## src/rtl/spike_encoder.sv

```systemverilog
// Rate encoder: a phase accumulator turns an input level into a spike train,
// an optional refractory period follows each spike, and a windowed counter
// publishes the spike total of each completed window.
module spike_encoder #(
  parameter int WIDTH   = 8,
  parameter int REFRACT = 0,
  parameter int WINDOW  = 256
) (
  input  logic             clk,
  input  logic             rst_n,
  input  logic             en,
  input  logic [WIDTH-1:0] I_stim,
  output logic             spike,
  output logic [7:0]       spike_count,
  output logic             window_done
);

  localparam int WC_W = $clog2(WINDOW);
  localparam int RC_W = (REFRACT > 1) ? $clog2(REFRACT) : 1;
  localparam logic [WC_W-1:0] WIN_LAST = WC_W'(WINDOW - 1);
  localparam logic [RC_W-1:0] RC_LOAD  = RC_W'((REFRACT > 0) ? REFRACT - 1 : 0);

  typedef enum logic {
    ST_INTEGRATE = 1'b0,
    ST_REFRACT   = 1'b1
  } state_t;

  state_t            state_q, state_d;
  logic [WIDTH-1:0]  acc_q, acc_d;
  logic [RC_W-1:0]   ref_cnt_q, ref_cnt_d;
  logic [WC_W-1:0]   win_cnt_q, win_cnt_d;
  logic [7:0]        spk_cnt_q, spk_cnt_d;
  logic              spike_q, spike_d;
  logic [7:0]        spike_count_q, spike_count_d;
  logic              window_done_q, window_done_d;
  logic [WIDTH:0]    sum;

  // Add one (possibly zero) spike to an 8-bit count, pinning at 255.
  function automatic logic [7:0] sat255(input logic [7:0] a, input logic b);
    logic [8:0] t;
    t = {1'b0, a} + {8'd0, b};
    return t[8] ? 8'hFF : t[7:0];
  endfunction

  // Next-state logic: accumulator/refractory FSM and window bookkeeping.
  always_comb begin
    state_d       = state_q;
    acc_d         = acc_q;
    ref_cnt_d     = ref_cnt_q;
    win_cnt_d     = win_cnt_q;
    spk_cnt_d     = spk_cnt_q;
    spike_count_d = spike_count_q;
    spike_d       = 1'b0;
    window_done_d = 1'b0;
    sum           = {1'b0, acc_q} + {1'b0, I_stim};

    if (!en) begin
      // Disabling abandons any refractory period but keeps acc and window.
      state_d   = ST_INTEGRATE;
      ref_cnt_d = '0;
    end else begin
      case (state_q)
        ST_INTEGRATE: begin
          acc_d = sum[WIDTH-1:0];
          if (sum[WIDTH]) begin
            spike_d = 1'b1;
            if (REFRACT > 0) begin
              state_d   = ST_REFRACT;
              ref_cnt_d = RC_LOAD;
            end
          end
        end
        ST_REFRACT: begin
          if (ref_cnt_q == '0) state_d = ST_INTEGRATE;
          else                 ref_cnt_d = ref_cnt_q - RC_W'(1);
        end
        default: state_d = ST_INTEGRATE;
      endcase

      // The spike currently on the output belongs to this window, even on
      // its last cycle; a carry made now shows up in the next window.
      if (win_cnt_q == WIN_LAST) begin
        spike_count_d = sat255(spk_cnt_q, spike_q);
        window_done_d = 1'b1;
        spk_cnt_d     = '0;
        win_cnt_d     = '0;
      end else begin
        spk_cnt_d = sat255(spk_cnt_q, spike_q);
        win_cnt_d = win_cnt_q + WC_W'(1);
      end
    end
  end

  // State register with synchronous active-low reset.
  always_ff @(posedge clk) begin
    if (!rst_n) begin
      state_q       <= ST_INTEGRATE;
      acc_q         <= '0;
      ref_cnt_q     <= '0;
      win_cnt_q     <= '0;
      spk_cnt_q     <= '0;
      spike_q       <= 1'b0;
      spike_count_q <= '0;
      window_done_q <= 1'b0;
    end else begin
      state_q       <= state_d;
      acc_q         <= acc_d;
      ref_cnt_q     <= ref_cnt_d;
      win_cnt_q     <= win_cnt_d;
      spk_cnt_q     <= spk_cnt_d;
      spike_q       <= spike_d;
      spike_count_q <= spike_count_d;
      window_done_q <= window_done_d;
    end
  end

  assign spike       = spike_q;
  assign spike_count = spike_count_q;
  assign window_done = window_done_q;

endmodule

```

## config.mk

```make
export PLATFORM = sky130hd
export DESIGN_NAME = spike_encoder
export DESIGN_NICKNAME = d
export VERILOG_FILES = /design/src/rtl/spike_encoder.sv
export SDC_FILE = /design/constraint.sdc
export NUM_CORES = 1
export LEC_CHECK = 0
export ABC_AREA = 1
export CAP_MARGIN = 10
export CELL_PAD_IN_SITES_DETAIL_PLACEMENT = 1
export CELL_PAD_IN_SITES_GLOBAL_PLACEMENT = 1
export CORE_ASPECT_RATIO = 0.9
export CORE_MARGIN = 8
export CORE_UTILIZATION = 35
export CTS_CLUSTER_SIZE = 30
export DETAILED_ROUTE_END_ITERATION = 6
export DONT_BUFFER_PORTS = 1
export PLACE_DENSITY = 0.69
export SYNTH_ARGS = -nofsm -noshare
export SYNTH_HDL_FRONTEND = slang
export SYNTH_SLANG_ARGS = --single-unit
```

## constraint.sdc

```tcl
create_clock -name clk -period 2.8 [get_ports clk]
set_input_delay 0.14 -clock clk [delete_from_list [all_inputs] [get_ports clk]]
set_output_delay 0.14 -clock clk [all_outputs]
set_load 0.02 [all_outputs]
```

==> results.txt <==
----------------------------------------------------
[Outcome]
  Outcome ... finished, final reports clean

[Global routing]
  Global-route total usage across every layer ... between 10% and 20%
  Antenna violations before repair ... 0
  Global-route wire length before repair ... about 7700 um
  Via count of the first global-routing pass ... around 1600
  Maximum number of pins on one net before global-route repair ... 20
  Leftover overflow at the end of global routing ... 0

[Timing]
  Worst setup skew after layout ... 6.10 ps
  Hold Vio Cnt, Final ... 0
  Final setup violation count ... 0
  Relative slew slack ... 62.0%
  Maximum achievable frequency ... about 0.61 GHz
  Transition at the pin with the smallest max-transition slack ... between 500 and 600 ps
  RSZ-0062 raised after global routing ... false
  Final sum of negative setup slack ... 0 ps
  Post-route fraction of the period consumed by the critical path ... between 50% and 60%
  Count of final max-slew check failures ... 0
  Time the final worst path needs with I/O delays and setup ... approximately 1700 ps

[Setup path]
  Data required time of the critical path ... 2960 ps
  Startpoint of the worst-slack reg-to-reg timing path ... spike$_SDFF_PN0_
  CP Max Fanout ... 4
  Critical path endpoint category ... flip-flop
  Startpoint types ... flip-flop
  R2R depth ... 9
  Worst stage delay on the critical path ... 450 ps
  Worst R2R End ... spk_cnt_q[6]$_SDFFE_PN0P_
  Most common cell type on the critical path ... sky130_fd_sc_hd__nor2_1
  Cell with the largest stage delay on the worst path ... sky130_fd_sc_hd__dfxtp_1
  Setup Crit Path Kind ... flip-flop to flip-flop
  Register-to-register setup slack ... 1150 ps
  Critical path capture point ... spk_cnt_q[6]$_SDFFE_PN0P_
  CP Cell Sequence ... ha_1 > ha_1 > nand2_2 > nor2_1 > nand2_1 > o21ai_0 > nor2_1 > nor2_1 > nor2_1
  Launch point of the worst path ... spike$_SDFF_PN0_
  Critical path arrival ... between 1500 and 2000 ps

[Yosys]
  Post-synthesis cell type count ... 29
  Synth Cell Area ... between 1500 and 2000 um2
  Top area cells in the synthesized netlist ... sky130_fd_sc_hd__dfxtp_1 37%, sky130_fd_sc_hd__nand2_1 16%, sky130_fd_sc_hd__ha_1 7.4%
  Number of instances in the synthesized netlist ... about 270
  Number of nets produced by synthesis ... approximately 300
  Post-synth top area share ... 36.6%
  Mean area per synthesized cell ... 6.84 um2
  Synth area leader ... sky130_fd_sc_hd__dfxtp_1
  Synth Warn # ... 0
  Synthesized flop and latch total ... 34
  Proportion of synthesized chip area in sequential cells ... 36.6%

[Drt]
  Drt pass-1 iters ... 3
  Initial detailed-routing violation count ... 53
  DR vias/cell ... 4.74
  Final Routed Wirelength ... 4540 um
  Routed WL per cell ... 13.2 um
  Detailed-route via count ... roughly 1600
  Remaining number of nets flagged by the antenna check after routing ... 0
  DRC viols ... 0

[Floorplan]
  Initial core utilization ... between 30% and 40%
  Area of the core ... roughly 5200 um2
  Die X ... a little over 90 um
  Die extent in y ... 85.2 um
  Die Footprint ... 7910 um2
  Number of primary I/O pins ... 21
  Std cell rows ... 25

[Worst hold path]
  Worst min-delay path startpoint ... en
  Worst Hold Class ... input pin to flip-flop

[Clock tree]
  CTS Buf Count ... 5
  Count of H-tree levels built during CTS ... 2
  Clock input transition at the sequential cells of the worst setup and hold paths ... 80 ps
  Clock buffer depth ... 2
  CTS Sinks ... 34
  Clock latency on the worst-skew pair ... roughly 290 ps
  Setup Buffers After CTS ... 0
  TritonCTS clock tree ... done
  Cell at the root of the clock tree ... sky130_fd_sc_hd__clkbuf_8

[Placement]
  HPWL after DPL ... ~3400 um
  Routability-driven placement congestion ratio ... around 0.79
  Count of port buffers added during placement ... 0
  Standard cell area after detailed placement ... 1920 um2

[Final layout]
  Final Core Density ... approximately two fifths
  Finished layout cell area ... ~2100 um2
  Nets ... between 200 and 300
  Area growth syn-to-layout ... 11.6%
  Fill cell instance count of the final layout ... 713
  Diodes inserted ... 0
  Layout cells sized above 1 ... between 10% and 20%

[Power]
  Worst IR Drop VDD ... between 0.3 and 0.4 mV
  Leakage Power ... roughly 0.96 nW
  Cell area power density ... roughly 580 nW/um2

[Run]
  Max-cap viol count ... 0

----------------------------------------------------
-- registers in the layout, indices dropped and copies added (netlist names) --
signal       flops
acc_q            8
spike_count      8
spk_cnt_q        8
win_cnt_q        8
spike            1
window_done      1
-- cell usage in the layout, fill, tap and decap left out, types with 2 or more instances in the layout --
master,n
sky130_fd_sc_hd__ha_1,11
sky130_fd_sc_hd__dfxtp_1,34
sky130_fd_sc_hd__o211ai_1,2
sky130_fd_sc_hd__xor2_1,2
sky130_fd_sc_hd__inv_1,29
sky130_fd_sc_hd__clkinv_4,2
sky130_fd_sc_hd__nand2_1,81
sky130_fd_sc_hd__o21ai_1,2
sky130_fd_sc_hd__dlygate4sd3_1,2
sky130_fd_sc_hd__bufinv_16,2
sky130_fd_sc_hd__inv_2,2
sky130_fd_sc_hd__clkbuf_8,5
sky130_fd_sc_hd__nand2_2,9
sky130_fd_sc_hd__nor2_1,35
sky130_fd_sc_hd__nand3_1,18
sky130_fd_sc_hd__nor2_4,2
sky130_fd_sc_hd__a21oi_1,14
sky130_fd_sc_hd__nand3b_1,4
sky130_fd_sc_hd__nor2_2,4
sky130_fd_sc_hd__o21ai_0,8
-- critical path: cells and delay by family, from the launching register on --
| kind | cells | cell delay [ps] |
|---|---|---|
| AOI/OAI and AO/OA | 1 | 130 |
| and+or+nand+nor | 6 | 490 |
| DFF | 1 | 450 |
| adders and majority gates | 2 | 460 |
-- cell type report --
| cell class | instances | area [um2] | share of cell area, % |
|---|---|---|---|
| Clock inverter | 3 | 68.8 | 3.32 |
| Clock buffer | 5 | 68.8 | 3.32 |
| Multi-Input combinational cell | 201 | 1030 | 49.5 |
| Timing Repair Buffer | 2 | 20.0 | 0.964 |
| Sequential cell | 34 | 681 | 32.8 |
| Inverter | 32 | 125 | 6.03 |
| Tap cell | 67 | 83.8 | 4.04 |
-- layer usage --
layer	global-route usage, %	vias to the layer above	share of wire, %
met5	0	-	0
li1	-	868	-
met3	3.88	5	4.7
met1	15.1	739	51
met2	18.8	18	43
met4	3.95	0	0.93
-- stage by stage --
stage	cells	hold WS (ps)	setup WS, ps	power (mW)
2_1_floorplan	272	356	1330	0.635
5_1_grt	344	9.13	971	1.27
6_report	344	7.94	1150	1.20
3_5_place_dp	334	279	1130	0.658
3_3_place_gp	334	276	1210	0.654
4_1_cts	344	4.36	1130	1.22
-- what timing repair did --
item / CTS / global route
setup endpoints to repair: 0 / 0
hold buffers: 2 / 0
hold endpoints to repair: 8 / 0
resized for setup: 0 / 0
-- power breakdown --
part           switching, mW  total, mW  internal (mW)
registers             0.0110      0.510          0.499
logic                 0.0843      0.139         0.0544
clock network          0.195      0.552          0.357
-- kinds of logic (layout without fill, tap and decap cells) --
family | after synthesis | in the layout | share of synthesized area [%]
DFF | 34 | 34 | 36.6
xor gates and xnor gates | 3 | 3 | 1.41
adders and majority gates | 12 | 12 | 8.47
AOI/OAI and AO/OA | 29 | 29 | 8.68
and+or+nand+nor | 157 | 157 | 36.7
buffers and inverters | 37 | 42 | 8.14
-- cell usage after synthesis, drive strengths merged --
master,number
ha,11
buf,4
fa,1
a31oi,1
nor4,1
or2,1
a21oi,14
nor2,41
nand3b,4
nand3,18
dfxtp,34
nand4,1
nor3,1
o21ai,11
o211ai,2
nand2,90
o21bai,1
clkinv,1
xor2,2
clkbuf,1
inv,31
xnor2,1
-- worst min-delay path by stage --
stage	end	slack [ps]	cells after the start
final	acc_q[3]$_SDFFE_PN0P_	8	2
after global routing	acc_q[0]$_SDFFE_PN0P_	9	2
after CTS	acc_q[3]$_SDFFE_PN0P_	4	2
after detailed placement	win_cnt_q[0]$_SDFFE_PN0P_	280	2
after global placement	win_cnt_q[0]$_SDFFE_PN0P_	280	2
after floorplan	spk_cnt_q[5]$_SDFFE_PN0P_	360	3
(Power assumes the default switching activity.)
